<file path="src/rtl/hazard_pkg.sv">
// Shared types for the RV32 hazard unit: forwarding selects, per-stage register tags
// and the liveness test applied to every tag comparison.
package hazard_pkg;

  // Widest register index the shadow tags can hold; narrower indices are zero-extended.
  localparam int TAG_RD_W = 5;

  typedef enum logic [1:0] {
    FWD_RF = 2'b00,
    FWD_W  = 2'b01,
    FWD_M  = 2'b10
  } fwd_sel_t;

  typedef struct packed {
    logic                valid;
    logic [TAG_RD_W-1:0] rd;
    logic                reg_write;
    logic                load;
  } stage_tag_t;

  localparam stage_tag_t TAG_INVALID = '{valid: 1'b0, rd: '0, reg_write: 1'b0, load: 1'b0};

  // x0 is hard-wired to zero, so a tag that targets it can never create a dependency.
  function automatic logic tag_live(input stage_tag_t t);
    return t.valid && t.reg_write && (t.rd != '0);
  endfunction

endpackage

</file>
<file path="src/rtl/hazard_unit_if.sv">
// Decode-side request and hazard-control response bundle between the core pipeline
// (master) and the hazard unit (slave).
interface hazard_unit_if #(
  parameter int REG_ADDR_WIDTH = 5
);
  logic                      valid_d;
  logic [REG_ADDR_WIDTH-1:0] rs1_d;
  logic [REG_ADDR_WIDTH-1:0] rs2_d;
  logic [REG_ADDR_WIDTH-1:0] rd_d;
  logic                      reg_write_d;
  logic                      load_d;
  logic                      pc_src_e;

  logic                      stall_f;
  logic                      stall_d;
  logic                      stall_e;
  logic                      stall_m;
  logic                      flush_d;
  logic                      flush_e;
  logic                      flush_w;
  logic [1:0]                forward_a_e;
  logic [1:0]                forward_b_e;

  modport master (
    output valid_d, rs1_d, rs2_d, rd_d, reg_write_d, load_d, pc_src_e,
    input  stall_f, stall_d, stall_e, stall_m, flush_d, flush_e, flush_w,
    input  forward_a_e, forward_b_e
  );

  modport slave (
    input  valid_d, rs1_d, rs2_d, rd_d, reg_write_d, load_d, pc_src_e,
    output stall_f, stall_d, stall_e, stall_m, flush_d, flush_e, flush_w,
    output forward_a_e, forward_b_e
  );
endinterface

</file>
<file path="src/rtl/hazard_tag_reg.sv">
// One shadow pipeline-stage tag register; clear wins over hold so a bubble can be
// injected into a stage regardless of the stall state.
module hazard_tag_reg
  import hazard_pkg::*;
(
  input  logic       clk,
  input  logic       rst,
  input  logic       hold_i,
  input  logic       clr_i,
  input  stage_tag_t d_i,
  output stage_tag_t q_o
);

  stage_tag_t tag_q;
  stage_tag_t tag_d;

  always_comb begin
    tag_d = tag_q;
    if (clr_i) begin
      tag_d = TAG_INVALID;
    end else if (!hold_i) begin
      tag_d = d_i;
    end
  end

  always_ff @(posedge clk) begin
    if (rst) begin
      tag_q <= TAG_INVALID;
    end else begin
      tag_q <= tag_d;
    end
  end

  assign q_o = tag_q;

endmodule

</file>
<file path="src/rtl/hazard_unit.sv">
// Hazard resolution for the five-stage RV32 pipeline: forwarding, load-use stall,
// branch flush and multi-cycle load freeze. Define HAZARD_FORWARD_EN to enable forwarding.
module hazard_unit
  import hazard_pkg::*;
#(
  parameter int REG_ADDR_WIDTH = 5,
  parameter int LOAD_LAT       = 1
) (
  input  logic         clk,
  input  logic         rst,
  hazard_unit_if.slave hif
);

  localparam int CNT_W = (LOAD_LAT > 1) ? $clog2(LOAD_LAT) : 1;

  logic [CNT_W-1:0]    busy_cnt_q;
  logic [CNT_W-1:0]    busy_cnt_d;
  logic                busy;
  logic                raw_hazard;
  logic [TAG_RD_W-1:0] rs1_d_x;
  logic [TAG_RD_W-1:0] rs2_d_x;
  stage_tag_t          tag_in_d;
  stage_tag_t          tag_e;
  stage_tag_t          tag_m;
  stage_tag_t          tag_w;
  fwd_sel_t            fwd_a;
  fwd_sel_t            fwd_b;

  logic                stall_f;
  logic                stall_d;
  logic                stall_e;
  logic                stall_m;
  logic                flush_d;
  logic                flush_e;
  logic                flush_w;
  fwd_sel_t            fwd_a_out;
  fwd_sel_t            fwd_b_out;

  function automatic logic rd_hits(input stage_tag_t t, input logic [TAG_RD_W-1:0] a,
                                   input logic [TAG_RD_W-1:0] b);
    return tag_live(t) && ((t.rd == a) || (t.rd == b));
  endfunction

  assign rs1_d_x  = TAG_RD_W'(hif.rs1_d);
  assign rs2_d_x  = TAG_RD_W'(hif.rs2_d);
  assign tag_in_d = '{valid: hif.valid_d, rd: TAG_RD_W'(hif.rd_d),
                      reg_write: hif.reg_write_d, load: hif.load_d};
  assign busy     = (busy_cnt_q != '0);

`ifdef HAZARD_FORWARD_EN
  logic [TAG_RD_W-1:0] rs1_e_q;
  logic [TAG_RD_W-1:0] rs2_e_q;

  // A bubble in E has no operands, so it never selects a bypass path.
  function automatic fwd_sel_t fwd_pick(input logic [TAG_RD_W-1:0] rs, input logic e_valid,
                                        input stage_tag_t m, input stage_tag_t w);
    if (e_valid && tag_live(m) && (m.rd == rs)) begin
      return FWD_M;
    end else if (e_valid && tag_live(w) && (w.rd == rs)) begin
      return FWD_W;
    end
    return FWD_RF;
  endfunction

  // D -> E operand indices, held with the E tag during a memory freeze
  always_ff @(posedge clk) begin
    if (!busy) begin
      rs1_e_q <= rs1_d_x;
      rs2_e_q <= rs2_d_x;
    end
  end

  assign raw_hazard = hif.valid_d && tag_e.load && rd_hits(tag_e, rs1_d_x, rs2_d_x);
  assign fwd_a      = fwd_pick(rs1_e_q, tag_e.valid, tag_m, tag_w);
  assign fwd_b      = fwd_pick(rs2_e_q, tag_e.valid, tag_m, tag_w);
`else
  assign raw_hazard = hif.valid_d && (rd_hits(tag_e, rs1_d_x, rs2_d_x) ||
                                      rd_hits(tag_m, rs1_d_x, rs2_d_x) ||
                                      rd_hits(tag_w, rs1_d_x, rs2_d_x));
  assign fwd_a      = FWD_RF;
  assign fwd_b      = FWD_RF;
`endif

  always_comb begin
    stall_f   = 1'b0;
    stall_d   = 1'b0;
    stall_e   = 1'b0;
    stall_m   = 1'b0;
    flush_d   = 1'b0;
    flush_e   = 1'b0;
    flush_w   = 1'b0;
    fwd_a_out = FWD_RF;
    fwd_b_out = FWD_RF;
    if (rst) begin
      flush_d = 1'b1;
      flush_e = 1'b1;
      flush_w = 1'b1;
    end else begin
      fwd_a_out = fwd_a;
      fwd_b_out = fwd_b;
      if (busy) begin
        stall_f = 1'b1;
        stall_d = 1'b1;
        stall_e = 1'b1;
        stall_m = 1'b1;
        flush_w = 1'b1;
      end else if (hif.pc_src_e) begin
        flush_d = 1'b1;
        flush_e = 1'b1;
      end else if (raw_hazard) begin
        stall_f = 1'b1;
        stall_d = 1'b1;
        flush_e = 1'b1;
      end
    end
  end

  // A live load leaving E arms the freeze; the count then runs down to zero.
  always_comb begin
    busy_cnt_d = busy_cnt_q;
    if (busy) begin
      busy_cnt_d = busy_cnt_q - CNT_W'(1);
    end else if (tag_live(tag_e) && tag_e.load) begin
      busy_cnt_d = CNT_W'(LOAD_LAT - 1);
    end
  end

  always_ff @(posedge clk) begin
    if (rst) begin
      busy_cnt_q <= '0;
    end else begin
      busy_cnt_q <= busy_cnt_d;
    end
  end

  // D -> E
  hazard_tag_reg u_tag_e (
    .clk    (clk),
    .rst    (rst),
    .hold_i (busy),
    .clr_i  (flush_e),
    .d_i    (tag_in_d),
    .q_o    (tag_e)
  );

  // E -> M
  hazard_tag_reg u_tag_m (
    .clk    (clk),
    .rst    (rst),
    .hold_i (busy),
    .clr_i  (1'b0),
    .d_i    (tag_e),
    .q_o    (tag_m)
  );

  // M -> W
  hazard_tag_reg u_tag_w (
    .clk    (clk),
    .rst    (rst),
    .hold_i (1'b0),
    .clr_i  (flush_w),
    .d_i    (tag_m),
    .q_o    (tag_w)
  );

  assign hif.stall_f     = stall_f;
  assign hif.stall_d     = stall_d;
  assign hif.stall_e     = stall_e;
  assign hif.stall_m     = stall_m;
  assign hif.flush_d     = flush_d;
  assign hif.flush_e     = flush_e;
  assign hif.flush_w     = flush_w;
  assign hif.forward_a_e = fwd_a_out;
  assign hif.forward_b_e = fwd_b_out;

endmodule

</file>
<file path="src/flat_wrapper.sv">
// flat-port wrapper written by rule: the top's interface ports become plain ports
module hazard_unit_flat import hazard_pkg::*;
#(
  parameter int REG_ADDR_WIDTH = 5,
  parameter int LOAD_LAT       = 1
)
  (clk, rst, hif_valid_d, hif_rs1_d, hif_rs2_d, hif_rd_d, hif_reg_write_d, hif_load_d, hif_pc_src_e, hif_stall_f, hif_stall_d, hif_stall_e, hif_stall_m, hif_flush_d, hif_flush_e, hif_flush_w, hif_forward_a_e, hif_forward_b_e);
  hazard_unit_if #(.REG_ADDR_WIDTH(REG_ADDR_WIDTH)) hif_i ();
  input  logic clk;
  input  logic rst;
  input wire logic [$bits(hif_i.valid_d)-1:0] hif_valid_d;
  input wire logic [$bits(hif_i.rs1_d)-1:0] hif_rs1_d;
  input wire logic [$bits(hif_i.rs2_d)-1:0] hif_rs2_d;
  input wire logic [$bits(hif_i.rd_d)-1:0] hif_rd_d;
  input wire logic [$bits(hif_i.reg_write_d)-1:0] hif_reg_write_d;
  input wire logic [$bits(hif_i.load_d)-1:0] hif_load_d;
  input wire logic [$bits(hif_i.pc_src_e)-1:0] hif_pc_src_e;
  output wire logic [$bits(hif_i.stall_f)-1:0] hif_stall_f;
  output wire logic [$bits(hif_i.stall_d)-1:0] hif_stall_d;
  output wire logic [$bits(hif_i.stall_e)-1:0] hif_stall_e;
  output wire logic [$bits(hif_i.stall_m)-1:0] hif_stall_m;
  output wire logic [$bits(hif_i.flush_d)-1:0] hif_flush_d;
  output wire logic [$bits(hif_i.flush_e)-1:0] hif_flush_e;
  output wire logic [$bits(hif_i.flush_w)-1:0] hif_flush_w;
  output wire logic [$bits(hif_i.forward_a_e)-1:0] hif_forward_a_e;
  output wire logic [$bits(hif_i.forward_b_e)-1:0] hif_forward_b_e;
  assign hif_i.valid_d = hif_valid_d;
  assign hif_i.rs1_d = hif_rs1_d;
  assign hif_i.rs2_d = hif_rs2_d;
  assign hif_i.rd_d = hif_rd_d;
  assign hif_i.reg_write_d = hif_reg_write_d;
  assign hif_i.load_d = hif_load_d;
  assign hif_i.pc_src_e = hif_pc_src_e;
  assign hif_stall_f = hif_i.stall_f;
  assign hif_stall_d = hif_i.stall_d;
  assign hif_stall_e = hif_i.stall_e;
  assign hif_stall_m = hif_i.stall_m;
  assign hif_flush_d = hif_i.flush_d;
  assign hif_flush_e = hif_i.flush_e;
  assign hif_flush_w = hif_i.flush_w;
  assign hif_forward_a_e = hif_i.forward_a_e;
  assign hif_forward_b_e = hif_i.forward_b_e;
  hazard_unit #(.REG_ADDR_WIDTH(REG_ADDR_WIDTH), .LOAD_LAT(LOAD_LAT)) u_core (.clk(clk), .rst(rst), .hif(hif_i));
endmodule
</file>
<file path="config.mk">
export PLATFORM = sky130hd
export DESIGN_NAME = hazard_unit_flat
export DESIGN_NICKNAME = d
export VERILOG_FILES = /design/src/rtl/hazard_pkg.sv /design/src/rtl/hazard_unit_if.sv /design/src/rtl/hazard_tag_reg.sv /design/src/rtl/hazard_unit.sv /design/src/flat_wrapper.sv
export SDC_FILE = /design/constraint.sdc
export NUM_CORES = 1
export LEC_CHECK = 0
export BUFFER_PORTS_ARGS = -buffer_cell sky130_fd_sc_hd__buf_2
export CORE_UTILIZATION = 35
export CTS_CLUSTER_SIZE = 40
export DETAILED_ROUTE_END_ITERATION = 6
export PLACE_DENSITY = 0.61
export SLEW_MARGIN = 20
export SYNTH_ARGS = -nofsm -noshare
export SYNTH_HDL_FRONTEND = slang
export SYNTH_HIERARCHICAL = 1
export SYNTH_SLANG_ARGS = --single-unit
export TNS_END_PERCENT = 100
</file>
<file path="constraint.sdc">
create_clock -name clk -period 1.58 [get_ports clk]
set_input_delay 0.079 -clock clk [delete_from_list [all_inputs] [get_ports clk]]
set_output_delay 0.079 -clock clk [all_outputs]
set_load 0.05 [all_outputs]
</file>
==> flow_results.xml <==
<?xml version="1.0" encoding="UTF-8"?>
<metrics>
  <group name="outcome">
    <metric name="run_status" unit="">finished, violations left</metric>
    <metric name="failed_checks" unit="">setup timing</metric>
  </group>
  <group name="die">
    <metric name="row_count" unit="">21</metric>
    <metric name="design.portCount" unit="">32</metric>
    <metric name="design.die.area" unit="um^2">3980</metric>
    <metric name="die-width" unit="um">63.1</metric>
    <metric name="die_h" unit="um">63.1</metric>
    <metric name="placeable_core_region" unit="um^2">3440</metric>
    <metric name="initial_core_util" unit="%">37.9</metric>
  </group>
  <group name="final_layout">
    <metric name="antenna_cells" unit="">0</metric>
    <metric name="mostFrequentLayoutCell" unit="">xnor2_1</metric>
    <metric name="most-common-layout-cells" unit="">xnor2_1, buf_2, mux2i_1, buf_4, nor2_1</metric>
    <metric name="multiInputGateArea" unit="um^2">846</metric>
    <metric name="ratio_of_cells_with_drive_above_1_in_the_final_layout" unit="%">39.0</metric>
    <metric name="finalNetCount" unit="">209</metric>
    <metric name="fill_cells" unit="">341</metric>
    <metric name="sequential_cell_area" unit="um^2">453</metric>
    <metric name="postLayoutCellArea" unit="um^2">1730</metric>
    <metric name="area_growth" unit="%">32.5</metric>
  </group>
  <group name="timing">
    <metric name="fin_setup_tns" unit="ps">-2640</metric>
    <metric name="layout_worst_path_cycle_share" unit="%">127</metric>
    <metric name="maximum_operating_frequency" unit="MHz">499</metric>
    <metric name="timing.final.max_slew_violations" unit="">0</metric>
    <metric name="post-route-min-period" unit="ps">2000</metric>
    <metric name="final.setup.worst_slack" unit="ps">-425</metric>
    <metric name="timing.clock.skew" unit="ps">1.23</metric>
    <metric name="unrepaired_setup_endpoints_after_global_routing" unit="">yes</metric>
    <metric name="report.final.setup_viol" unit="">10</metric>
    <metric name="finalHoldViolCount" unit="">0</metric>
  </group>
  <group name="route">
    <metric name="routedWlPerCell" unit="um">12.7</metric>
    <metric name="post_detailed_routing_wire_length" unit="um">2950</metric>
    <metric name="drt_iter0_markers" unit="">29</metric>
    <metric name="vias_per_cell" unit="">4.65</metric>
    <metric name="drt_pre_antenna_iters" unit="">4</metric>
    <metric name="number_of_vias_in_the_routed_layout" unit="">1083</metric>
    <metric name="residual_drc_count" unit="">0</metric>
    <metric name="detail-route-antenna-nets" unit="">0</metric>
  </group>
  <group name="cts">
    <metric name="cts-root-to-sink-buffers" unit="">2</metric>
    <metric name="clk_transition_reported_paths" unit="ps">80</metric>
    <metric name="postCtsSetupRepairBufs" unit="">0</metric>
    <metric name="clock_buffers_created_by_tritoncts" unit="">3</metric>
    <metric name="clock_sinks" unit="">22</metric>
    <metric name="root_buffer" unit="">clkbuf_8</metric>
    <metric name="clkLatencyLatePin" unit="ps">260</metric>
    <metric name="cts_tree" unit="">built</metric>
    <metric name="h-tree-depth" unit="">1</metric>
  </group>
  <group name="setup_path">
    <metric name="timing.rr.start" unit="">u_core/u_tag_w/q_o[2]$_SDFFE_PP0N_</metric>
    <metric name="critPathLaunchType" unit="">flop</metric>
    <metric name="critical_path.slowest_cell" unit="">or3_1</metric>
    <metric name="timing.critical_path.cells" unit="">or3_1, o311a_1, a22oi_2, buf_4, a211oi_4, buf_6</metric>
    <metric name="critical_path_peak_fanout" unit="">4</metric>
    <metric name="critical_path.startpoint" unit="">u_core/u_tag_w/q_o[2]$_SDFFE_PP0N_</metric>
    <metric name="cp_buf_inv_count" unit="">2</metric>
    <metric name="end_kind" unit="">output port</metric>
    <metric name="timing.critical_path.slowest_cell_delay" unit="ps">370</metric>
    <metric name="critical-path-top-delay-family" unit="">compound AO/OA/AOI/OAI gates</metric>
    <metric name="worst-endpoint-required" unit="ps">1500</metric>
    <metric name="worst_ep_arrival_time" unit="ps">1930</metric>
    <metric name="setup.worst_path.class" unit="">reg2out</metric>
  </group>
  <group name="yosys">
    <metric name="syn_area" unit="um^2">1310</metric>
    <metric name="synthesis.yosys.warnings" unit="">6</metric>
    <metric name="avg_inst_size_synth" unit="um^2">9.13</metric>
    <metric name="netlist_instances" unit="">143</metric>
  </group>
  <group name="placement">
    <metric name="port_buffers" unit="">26</metric>
    <metric name="half_perimeter_wire_length_of_the_detailed_placement_result" unit="um">2410</metric>
    <metric name="place_area" unit="um^2">1600</metric>
    <metric name="gp_congestion" unit="">0.896</metric>
    <metric name="placement.setup.worst_slack" unit="ps">-252</metric>
  </group>
  <group name="grt">
    <metric name="grt_start_max_net_pins" unit="">18</metric>
    <metric name="met1_usage_in_global_routing" unit="%">20.3</metric>
    <metric name="busiest_layer" unit="">met2</metric>
    <metric name="gr-usage-met3" unit="%">3.62</metric>
    <metric name="globalRouteOverflowTotal" unit="">0</metric>
    <metric name="antenna_found_initial" unit="">0</metric>
    <metric name="total_global_route_track_usage" unit="%">16.6</metric>
    <metric name="grt_pass1_vias" unit="">1114</metric>
    <metric name="met2_usage" unit="%">28.9</metric>
    <metric name="grt_pass1_wl" unit="um">5170</metric>
  </group>
  <group name="job">
    <metric name="maxCapViolCount" unit="">0</metric>
  </group>
  <group name="power_and_ir_drop">
    <metric name="p_leak" unit="uW">0.000739</metric>
    <metric name="ir_worst_vdd" unit="mV">0.367</metric>
    <metric name="power-per-cell-area" unit="nW/um^2">810</metric>
  </group>
  <group name="min_path">
    <metric name="hold_path_startpoint" unit="">hif_rd_d[0]</metric>
    <metric name="hp-class" unit="">in2reg</metric>
  </group>
</metrics>
-- layout make-up --
class / count / area share, %
Multi-Input combinational cell: 114 / 48.9
Inverter: 1 / 0.217
Tap cell: 46 / 3.33
Clock inverter: 1 / 1.74
Sequential cell: 22 / 26.2
Clock buffer: 3 / 2.39
Timing Repair Buffer: 46 / 17.3
-- power breakdown --
part	internal (uW)	switching, uW
clock	338	183
combinational	127	171
sequential	567	15.2
total	1030	369
-- state kept, by name, indices dropped and copies added, names as in the netlist --
signal              cells
u_core/u_tag_m/q_o      7
u_core/u_tag_w/q_o      7
u_core/busy             1
u_core/u_tag_e/q_o      7
-- path summary, 6_finish.rpt --
check,end,cells after the start,slack [ps]
max,hif_stall_d,6,-420
min,u_core/u_tag_e/q_o[2]$_SDFFE_PP0N_,3,50
max reg2reg,u_core/u_tag_e/q_o[6]$_SDFFE_PP0N_,6,-220
min reg2reg,u_core/u_tag_m/q_o[7]$_SDFFE_PP0N_,2,550
-- metrics by stage --
step	utilization, %	hold slack (ps)	total power, uW	std cells
final	50.3	46.2	1400	233
after global routing	50.3	58.9	1470	233
after CTS	49.4	37.3	1410	233
after detailed placement	46.5	317	874	229
after global placement	46.5	307	869	229
after floorplan	-	223	803	149
-- worst min-delay path, stage by stage --
cell and delay [ps]:
buf_2 80, mux2i_1 50, nor2_1 70
-- per-layer routing --
| metal | up-vias | part of all wire (%) | wire length (um) |
|---|---|---|---|
| li1 | 555 | - | - |
| met1 | 502 | 45 | 1340 |
| met2 | 21 | 50 | 1470 |
| met3 | 5 | 3.6 | 105 |
| met4 | 0 | 1.0 | 30 |
| met5 | - | 0 | 0 |
-- repair_timing --
action                                  CTS  global route
endpoints found under the hold margin     0             0
pin swaps                                 5             2
endpoints found under the setup margin   10            10
hold buffers                              0             0
gates resized for setup                   9            13
gates cloned                              0             0
No activity file was read; power rests on OpenSTA's default activity.
